--- config.mk ---
export PLATFORM = sky130hd
export DESIGN_NAME = keypad_emulator_flat
export DESIGN_NICKNAME = d
export VERILOG_FILES = /design/src/rtl/keypad_emulator_pkg.sv /design/src/rtl/keypad_emulator_if.sv /design/src/rtl/keypad_emulator_row_driver.sv /design/src/rtl/keypad_emulator.sv /design/src/flat_wrapper.sv
export SDC_FILE = /design/constraint.sdc
export NUM_CORES = 1
export LEC_CHECK = 0
export ABC_AREA = 1
export BUFFER_PORTS_ARGS = -buffer_cell sky130_fd_sc_hd__buf_4
export CAP_MARGIN = 20
export CORE_MARGIN = 1
export CORE_UTILIZATION = 45
export DETAILED_ROUTE_END_ITERATION = 16
export GPL_TIMING_DRIVEN = 0
export PLACE_DENSITY = 0.66
export RECOVER_POWER = 100
export SYNTH_ARGS = -nofsm -noshare
export SYNTH_HDL_FRONTEND = slang
export SYNTH_HIERARCHICAL = 1
export SYNTH_SLANG_ARGS = --single-unit
--- constraint.sdc ---
create_clock -name clk -period 4.56 [get_ports clk]
set_input_delay 0.912 -clock clk [delete_from_list [all_inputs] [get_ports clk]]
set_output_delay 0.912 -clock clk [all_outputs]
set_load 0.1 [all_outputs]
--- src/rtl/keypad_emulator_pkg.sv ---
// -----------------------------------------------------------------------------
// keypad_pkg
// Types and helpers shared by the keypad emulator. The scanner can reuse them
// for its inverse map.
//   state_t    : emulator FSM states
//   key_rc_t   : {row, column} of a key, 0 = top / left
//   key_to_rc  : hex key code -> {row, column} on the 4x4 Pmod keypad
//   ROWS_IDLE  : released value of the active-low row lines
// -----------------------------------------------------------------------------
package keypad_pkg;

    typedef enum logic [1:0] {
        IDLE  = 2'd0,
        PRESS = 2'd1,
        GAP   = 2'd2
    } state_t;

    typedef struct packed {
        logic [1:0] r;
        logic [1:0] c;
    } key_rc_t;

    localparam logic [3:0] ROWS_IDLE = 4'b1111;

    // Physical layout:
    //   1 2 3 A
    //   4 5 6 B
    //   7 8 9 C
    //   0 F E D
    function automatic key_rc_t key_to_rc(input logic [3:0] code);
        key_rc_t rc;
        case (code)
            4'h1:    rc = '{r: 2'd0, c: 2'd0};
            4'h2:    rc = '{r: 2'd0, c: 2'd1};
            4'h3:    rc = '{r: 2'd0, c: 2'd2};
            4'hA:    rc = '{r: 2'd0, c: 2'd3};
            4'h4:    rc = '{r: 2'd1, c: 2'd0};
            4'h5:    rc = '{r: 2'd1, c: 2'd1};
            4'h6:    rc = '{r: 2'd1, c: 2'd2};
            4'hB:    rc = '{r: 2'd1, c: 2'd3};
            4'h7:    rc = '{r: 2'd2, c: 2'd0};
            4'h8:    rc = '{r: 2'd2, c: 2'd1};
            4'h9:    rc = '{r: 2'd2, c: 2'd2};
            4'hC:    rc = '{r: 2'd2, c: 2'd3};
            4'h0:    rc = '{r: 2'd3, c: 2'd0};
            4'hF:    rc = '{r: 2'd3, c: 2'd1};
            4'hE:    rc = '{r: 2'd3, c: 2'd2};
            default: rc = '{r: 2'd3, c: 2'd3}; // 4'hD
        endcase
        return rc;
    endfunction

endpackage

--- src/rtl/keypad_emulator_if.sv ---
// -----------------------------------------------------------------------------
// keypad_emulator_if
// Key request handshake into the keypad emulator.
//   key_code  : hex key to press, stable while key_valid is high
//   key_valid : request from the producer
//   key_ready : emulator idle; a transfer happens on key_valid & key_ready
// Modports: master = key producer, slave = emulator.
// -----------------------------------------------------------------------------
interface keypad_emulator_if;
    logic [3:0] key_code;
    logic       key_valid;
    logic       key_ready;

    modport master (
        output key_code,
        output key_valid,
        input  key_ready
    );

    modport slave (
        input  key_code,
        input  key_valid,
        output key_ready
    );
endinterface

--- src/rtl/keypad_emulator_row_driver.sv ---
// -----------------------------------------------------------------------------
// keypad_row_driver
// Registered column-strobe to row-line mapping for one emulated key.
//   clk, rst_n  : clock, asynchronous active-low reset
//   cols        : active-low column strobes from the scanner (cols[3] = left)
//   row_idx     : latched key row, 0 = top
//   col_idx     : latched key column, 0 = left
//   pressed_eff : key currently closed (after optional bounce shaping)
//   rows        : active-low row lines (rows[3] = top), one clk after cols
// Only the latched column bit matters, so a scanner that drives several
// columns low at once still sees the single row of the pressed key.
// -----------------------------------------------------------------------------
module keypad_row_driver
    import keypad_pkg::*;
(
    input  logic       clk,
    input  logic       rst_n,
    input  logic [3:0] cols,
    input  logic [1:0] row_idx,
    input  logic [1:0] col_idx,
    input  logic       pressed_eff,
    output logic [3:0] rows
);

    logic       col_hit;
    logic [3:0] rows_next;
    logic [3:0] rows_reg;

    assign col_hit = pressed_eff && !cols[2'd3 - col_idx];

    // rows[3-r] is the line of row r; every other line stays released.
    for (genvar gi = 0; gi < 4; gi++) begin : g_row
        assign rows_next[gi] = !(col_hit && (row_idx == 2'(3 - gi)));
    end

    always_ff @(posedge clk or negedge rst_n) begin
        if (!rst_n) begin
            rows_reg <= ROWS_IDLE;
        end else begin
            rows_reg <= rows_next;
        end
    end

    assign rows = rows_reg;

endmodule

--- src/rtl/keypad_emulator.sv ---
// -----------------------------------------------------------------------------
// keypad_emulator
// Drive-side counterpart of the Pmod keypad scanner. Accepts a hex key code
// and emulates a press on a 4x4 keypad: while the key is held, the row line of
// the key is pulled low whenever the scanner strobes the key's column. After
// HOLD_CYCLES the key is released for GAP_CYCLES before the next request is
// accepted.
//
// Ports:
//   clk, rst_n : clock, asynchronous active-low reset
//   cols       : active-low column strobes from the scanner (cols[3] = left)
//   key_if     : key request handshake (slave modport)
//   rows       : active-low emulated row lines (rows[3] = top), idle 4'b1111
//   pressed    : key logically pressed
//   busy       : PRESS or GAP in progress
//
// Optional feature, macro KEYPAD_EMU_BOUNCE_EN: for the first BOUNCE_CYCLES of
// a press the effective contact toggles every BOUNCE_PERIOD cycles (starting
// closed) to exercise the scanner's debounce. The pressed port is unaffected.
// -----------------------------------------------------------------------------
module keypad_emulator
    import keypad_pkg::*;
#(
    parameter int HOLD_CYCLES   = 2_000_000,
    parameter int GAP_CYCLES    = 2_000_000,
    parameter int BOUNCE_CYCLES = 100_000,
    parameter int BOUNCE_PERIOD = 10_000
) (
    input  logic               clk,
    input  logic               rst_n,
    input  logic [3:0]         cols,
    keypad_emulator_if.slave   key_if,
    output logic [3:0]         rows,
    output logic               pressed,
    output logic               busy
);

    if (HOLD_CYCLES < 1 || GAP_CYCLES < 1 || BOUNCE_CYCLES < 0 || BOUNCE_PERIOD < 1) begin : g_bad_param
        $error("keypad_emulator: HOLD_CYCLES, GAP_CYCLES, BOUNCE_PERIOD must be >= 1");
    end

    localparam int CNT_MAX = (HOLD_CYCLES > GAP_CYCLES) ? HOLD_CYCLES : GAP_CYCLES;
    localparam int CNT_W   = $clog2(CNT_MAX + 1);
    localparam logic [CNT_W-1:0] HOLD_LOAD = CNT_W'(HOLD_CYCLES - 1);
    localparam logic [CNT_W-1:0] GAP_LOAD  = CNT_W'(GAP_CYCLES - 1);

    state_t           state_reg;
    logic [CNT_W-1:0] cnt_reg;
    logic [1:0]       row_reg;
    logic [1:0]       col_reg;
    logic             pressed_reg;
    logic             busy_reg;
    logic             ready_reg;
    logic             handshake;
    logic             pressed_eff;
    key_rc_t          req_rc;

    assign handshake = key_if.key_valid && ready_reg && (state_reg == IDLE);
    assign req_rc    = key_to_rc(key_if.key_code);

    // Counter is loaded with N-1 on entry and checked for zero before every
    // decrement, so each state lasts exactly N cycles and never wraps.
    always_ff @(posedge clk or negedge rst_n) begin
        if (!rst_n) begin
            state_reg   <= IDLE;
            cnt_reg     <= '0;
            row_reg     <= '0;
            col_reg     <= '0;
            pressed_reg <= 1'b0;
            busy_reg    <= 1'b0;
            ready_reg   <= 1'b1;
        end else begin
            case (state_reg)
                IDLE: begin
                    if (handshake) begin
                        state_reg   <= PRESS;
                        cnt_reg     <= HOLD_LOAD;
                        row_reg     <= req_rc.r;
                        col_reg     <= req_rc.c;
                        pressed_reg <= 1'b1;
                        busy_reg    <= 1'b1;
                        ready_reg   <= 1'b0;
                    end
                end
                PRESS: begin
                    if (cnt_reg == '0) begin
                        state_reg   <= GAP;
                        cnt_reg     <= GAP_LOAD;
                        pressed_reg <= 1'b0;
                    end else begin
                        cnt_reg <= cnt_reg - 1'b1;
                    end
                end
                GAP: begin
                    // ready rises on exit, so the next transfer is one cycle later
                    if (cnt_reg == '0) begin
                        state_reg <= IDLE;
                        busy_reg  <= 1'b0;
                        ready_reg <= 1'b1;
                    end else begin
                        cnt_reg <= cnt_reg - 1'b1;
                    end
                end
                default: begin
                    state_reg   <= IDLE;
                    cnt_reg     <= '0;
                    pressed_reg <= 1'b0;
                    busy_reg    <= 1'b0;
                    ready_reg   <= 1'b1;
                end
            endcase
        end
    end

`ifdef KEYPAD_EMU_BOUNCE_EN
    localparam int WIN_W = (BOUNCE_CYCLES > 0) ? $clog2(BOUNCE_CYCLES + 1) : 1;
    localparam int PER_W = $clog2(BOUNCE_PERIOD + 1);
    localparam logic [WIN_W-1:0] WIN_END = WIN_W'(BOUNCE_CYCLES);
    localparam logic [PER_W-1:0] PER_END = PER_W'(BOUNCE_PERIOD - 1);

    logic [WIN_W-1:0] win_cnt_reg;  // cycles into the press, saturates at WIN_END
    logic [PER_W-1:0] per_cnt_reg;  // position inside the current toggle period
    logic             phase_reg;    // contact state during the bounce window

    always_ff @(posedge clk or negedge rst_n) begin
        if (!rst_n) begin
            win_cnt_reg <= '0;
            per_cnt_reg <= '0;
            phase_reg   <= 1'b0;
        end else if (handshake) begin
            win_cnt_reg <= '0;
            per_cnt_reg <= '0;
            phase_reg   <= 1'b1;
        end else if (state_reg == PRESS) begin
            if (win_cnt_reg != WIN_END) begin
                win_cnt_reg <= win_cnt_reg + 1'b1;
            end
            if (per_cnt_reg == PER_END) begin
                per_cnt_reg <= '0;
                phase_reg   <= ~phase_reg;
            end else begin
                per_cnt_reg <= per_cnt_reg + 1'b1;
            end
        end
    end

    assign pressed_eff = pressed_reg && (phase_reg || (win_cnt_reg == WIN_END));
`else
    assign pressed_eff = pressed_reg;
`endif

    keypad_row_driver u_row_driver (
        .clk         (clk),
        .rst_n       (rst_n),
        .cols        (cols),
        .row_idx     (row_reg),
        .col_idx     (col_reg),
        .pressed_eff (pressed_eff),
        .rows        (rows)
    );

    assign key_if.key_ready = ready_reg;
    assign pressed          = pressed_reg;
    assign busy             = busy_reg;

endmodule

--- src/flat_wrapper.sv ---
// flat-port wrapper written by rule: the top's interface ports become plain ports
module keypad_emulator_flat import keypad_pkg::*;
#(
    parameter int HOLD_CYCLES   = 2_000_000,
    parameter int GAP_CYCLES    = 2_000_000,
    parameter int BOUNCE_CYCLES = 100_000,
    parameter int BOUNCE_PERIOD = 10_000
)
  (clk, rst_n, cols, rows, pressed, busy, key_if_key_code, key_if_key_valid, key_if_key_ready);
  keypad_emulator_if key_if_i ();
  input  logic clk;
  input  logic rst_n;
  input  logic [3:0] cols;
  output logic [3:0] rows;
  output logic pressed;
  output logic busy;
  input wire logic [$bits(key_if_i.key_code)-1:0] key_if_key_code;
  input wire logic [$bits(key_if_i.key_valid)-1:0] key_if_key_valid;
  output wire logic [$bits(key_if_i.key_ready)-1:0] key_if_key_ready;
  assign key_if_i.key_code = key_if_key_code;
  assign key_if_i.key_valid = key_if_key_valid;
  assign key_if_key_ready = key_if_i.key_ready;
  keypad_emulator #(.HOLD_CYCLES(HOLD_CYCLES), .GAP_CYCLES(GAP_CYCLES), .BOUNCE_CYCLES(BOUNCE_CYCLES), .BOUNCE_PERIOD(BOUNCE_PERIOD)) u_core (.clk(clk), .rst_n(rst_n), .cols(cols), .key_if(key_if_i), .rows(rows), .pressed(pressed), .busy(busy));
endmodule
==> qor.yml <==
synth_nets: 327
postCtsHoldBufs: 0
cts-root-buf: "clkbuf_8"
synth-edff-count: 0
cp_top_family: "buffers and inverters"
seq_area_frac_synth: 0.397
area_delta_synth_final_pct: 10.6
cp.arrival_ns: 1.68
multiInputGateArea_mm2: 0.00111
overflow: 0
worstSetupStartpointType: "flop"
leakage_nw: 1.19
grt.busiest_layer: "met2"
whs_ns: 0.486
n_fill_cell: 480
peakVddDrop_uv: 123
drt_wl_total_mm: 4.92
antenna_left: 0
die_y_um: 71.3
p_per_area_mw_per_mm2: 247
ys_top_cells_by_area: "dfrtp_1 34%, nand2_1 19%, nor2_1 7.3%"
yosysMostFrequentCell: "nand2_1"
portBuffers: 17
wire_per_inst_um: 12.6
clockBufferDepth: 2
rsz0062_at_grt: "false"
violations: "max-capacitance violations, max-slew violations"
seq_area_um2: 857
end_kind: "output port"
yosysWarnings: 6
ys_ff_latch: 34
cts_made_buffers: 5
maxSlewViolCount: 35
insertion_delay_ns: 0.28
pre_cts_ws_ns: 2.21
finalCriticalPeriod_ns: 2.59
hp-class: "flop to flop"
cp.buffers_inverters: 1
setup_viol: 0
die_area_mm2: 0.00508
crit_slowest_cell: "clkbuf_1"
use_met3: 0.0450
synth_largest_area_cell: "dfrtp_1"
row_count: 24
grt_pass1_wl_mm: 8.56
final_util: 0.534
cts_setup_buffers: 0
num_vias: 2016
cts.htree.levels: 2
worst_slew_pin_slew_ns: 1.80
fmax_mhz: 386
grt_use_total: 0.218
fin_tns_setup_ns: 0
first_pass_iters: 4
syn_area_mm2: 0.00216
drc: 0
cts.sinks: 34
synth.avg_cell_area_um2: 6.88
clkTransAtPathRegs_ns: 0.07
die_w_um: 71.3
cts_tree: "done"
async_reset_ff_frac: 1.00
first_global_vias: 1916
hold_viol_final: 0
netlist_instances: 314
antenna_found_initial: 0
initial_core_util: 0.483
cts_resized: 0
grt_use_met2: 0.347
core_area_mm2: 0.00447
largest_reg_flops: 21
synthFlopType: "dfrtp_1"
crit_chain: "clkbuf_1"
yosysTopAreaCellShare: 0.336
clock_skew_ns: 0.00327
crit_required_ns: 3.65
status: "complete, but fails checks"
io_pins: 18
drt-initial-drc-count: 85
critical_path_peak_fanout: 3
crit_type: "flop to output port"
synth_cell_types: 28
drive_gt1_frac: 0.0914
viasPerCell: 5.16
diodes: 0
gp_congestion: 0.865
fin_crit_sh: 0.568
maxCapViolCount: 1
timing.final.ws_setup_ns: 1.97
max-slew-margin-rel: -0.200
hpwlAfterDp_mm: 3.65
synth_common_cells: "108 x nand2_1, 42 x nor2_1, 37 x inv_1, 29 x dfrtp_1, 21 x nand3_1"
grt_max_degree: 35
slowest_delay_ns: 0.86
grt_use_met1: 0.303
final_nets: 351
[report_power, final]
group / total [mW] / switching [mW] / internal [mW] / leakage, nW
logic: 0.0208 / 0.0129 / 0.00797 / 0.734
clock network: 0.268 / 0.108 / 0.161 / 0.0579
registers: 0.302 / 0 / 0.302 / 0.402
[cell usage in the layout (no fill, tap or decap), types with 5 or more instances in the layout]
cell type    n
o21ai_0     15
inv_1       38
clkbuf_8     5
nand4_1      9
dfrtp_1     29
clkbuf_1    10
nand3_1     22
nand2_1    110
a21oi_1      7
dfstp_2      5
nor3_1       6
buf_4        7
nor2_1      44
[area by class of cell]
| cell class | count | share of cell area |
|---|---|---|
| multi-input combinational | 240 | 0.465 |
| sequential | 34 | 0.359 |
| inverter | 38 | 0.0597 |
| timing repair buffer | 17 | 0.0408 |
| clock buffer | 5 | 0.0288 |
| tap | 52 | 0.0272 |
| clock inverter | 3 | 0.0168 |
| buffer | 2 | 0.00314 |
[worst reg2reg max path, stage by stage (launching register included)]
cell and delay [ns]:
dfrtp_1 0.39, inv_1 0.20, ha_1 0.21, nand2_1 0.06
nor2_1 0.16, nand4_1 0.36, nand2_1 0.44, clkbuf_1 0.48
nand2_1 0.10, nand2_1 0.09
[routing by layer]
metal,share of wire,wire length (um)
met5,0,0
met4,0.0096,47
met3,0.043,210
met2,0.44,2170
met1,0.51,2490
[metrics by stage]
step / instances / cell area, um^2 / total power, mW
final: 391 / 2390 / 0.591
after global routing: 391 / 2390 / 0.616
after CTS: 391 / 2460 / 0.602
after detailed placement: 383 / 2350 / 0.329
after global placement: 383 / 2350 / 0.329
after floorplan: 314 / 2160 / 0.315
[cell families (layout without fill, tap and decap cells)]
kind of cell               Yosys count  count (layout)  share of synthesized area
AOI/OAI and AO/OA                   29              29                     0.0759
xor gates and xnor gates             8               8                     0.0324
adders and majority gates            2               2                     0.0116
buffers and inverters               40              65                     0.0730
DFF                                 34              34                      0.397
and+or+nand+nor                    201             201                      0.411
[worst paths after layout]
| check | from | to | slack [ns] | depth (start not counted) |
|---|---|---|---|---|
| worst max-delay path | u_core/key_if.key_ready | key_if_key_ready | 1.97 | 1 |
| worst max register to register | u_core/cnt_reg[0] | u_core/cnt_reg[20] | 2.01 | 9 |
| worst min-delay path | u_core/busy | u_core/busy | 0.49 | 2 |
| max in group asynchronous | rst_n | u_core/busy | 2.42 | 1 |
| worst min register to register | u_core/busy | u_core/busy | 0.49 | 2 |
| min in group asynchronous | rst_n | u_core/cnt_reg[18] | 1.11 | 1 |
Power figures use the tool's default switching activity.
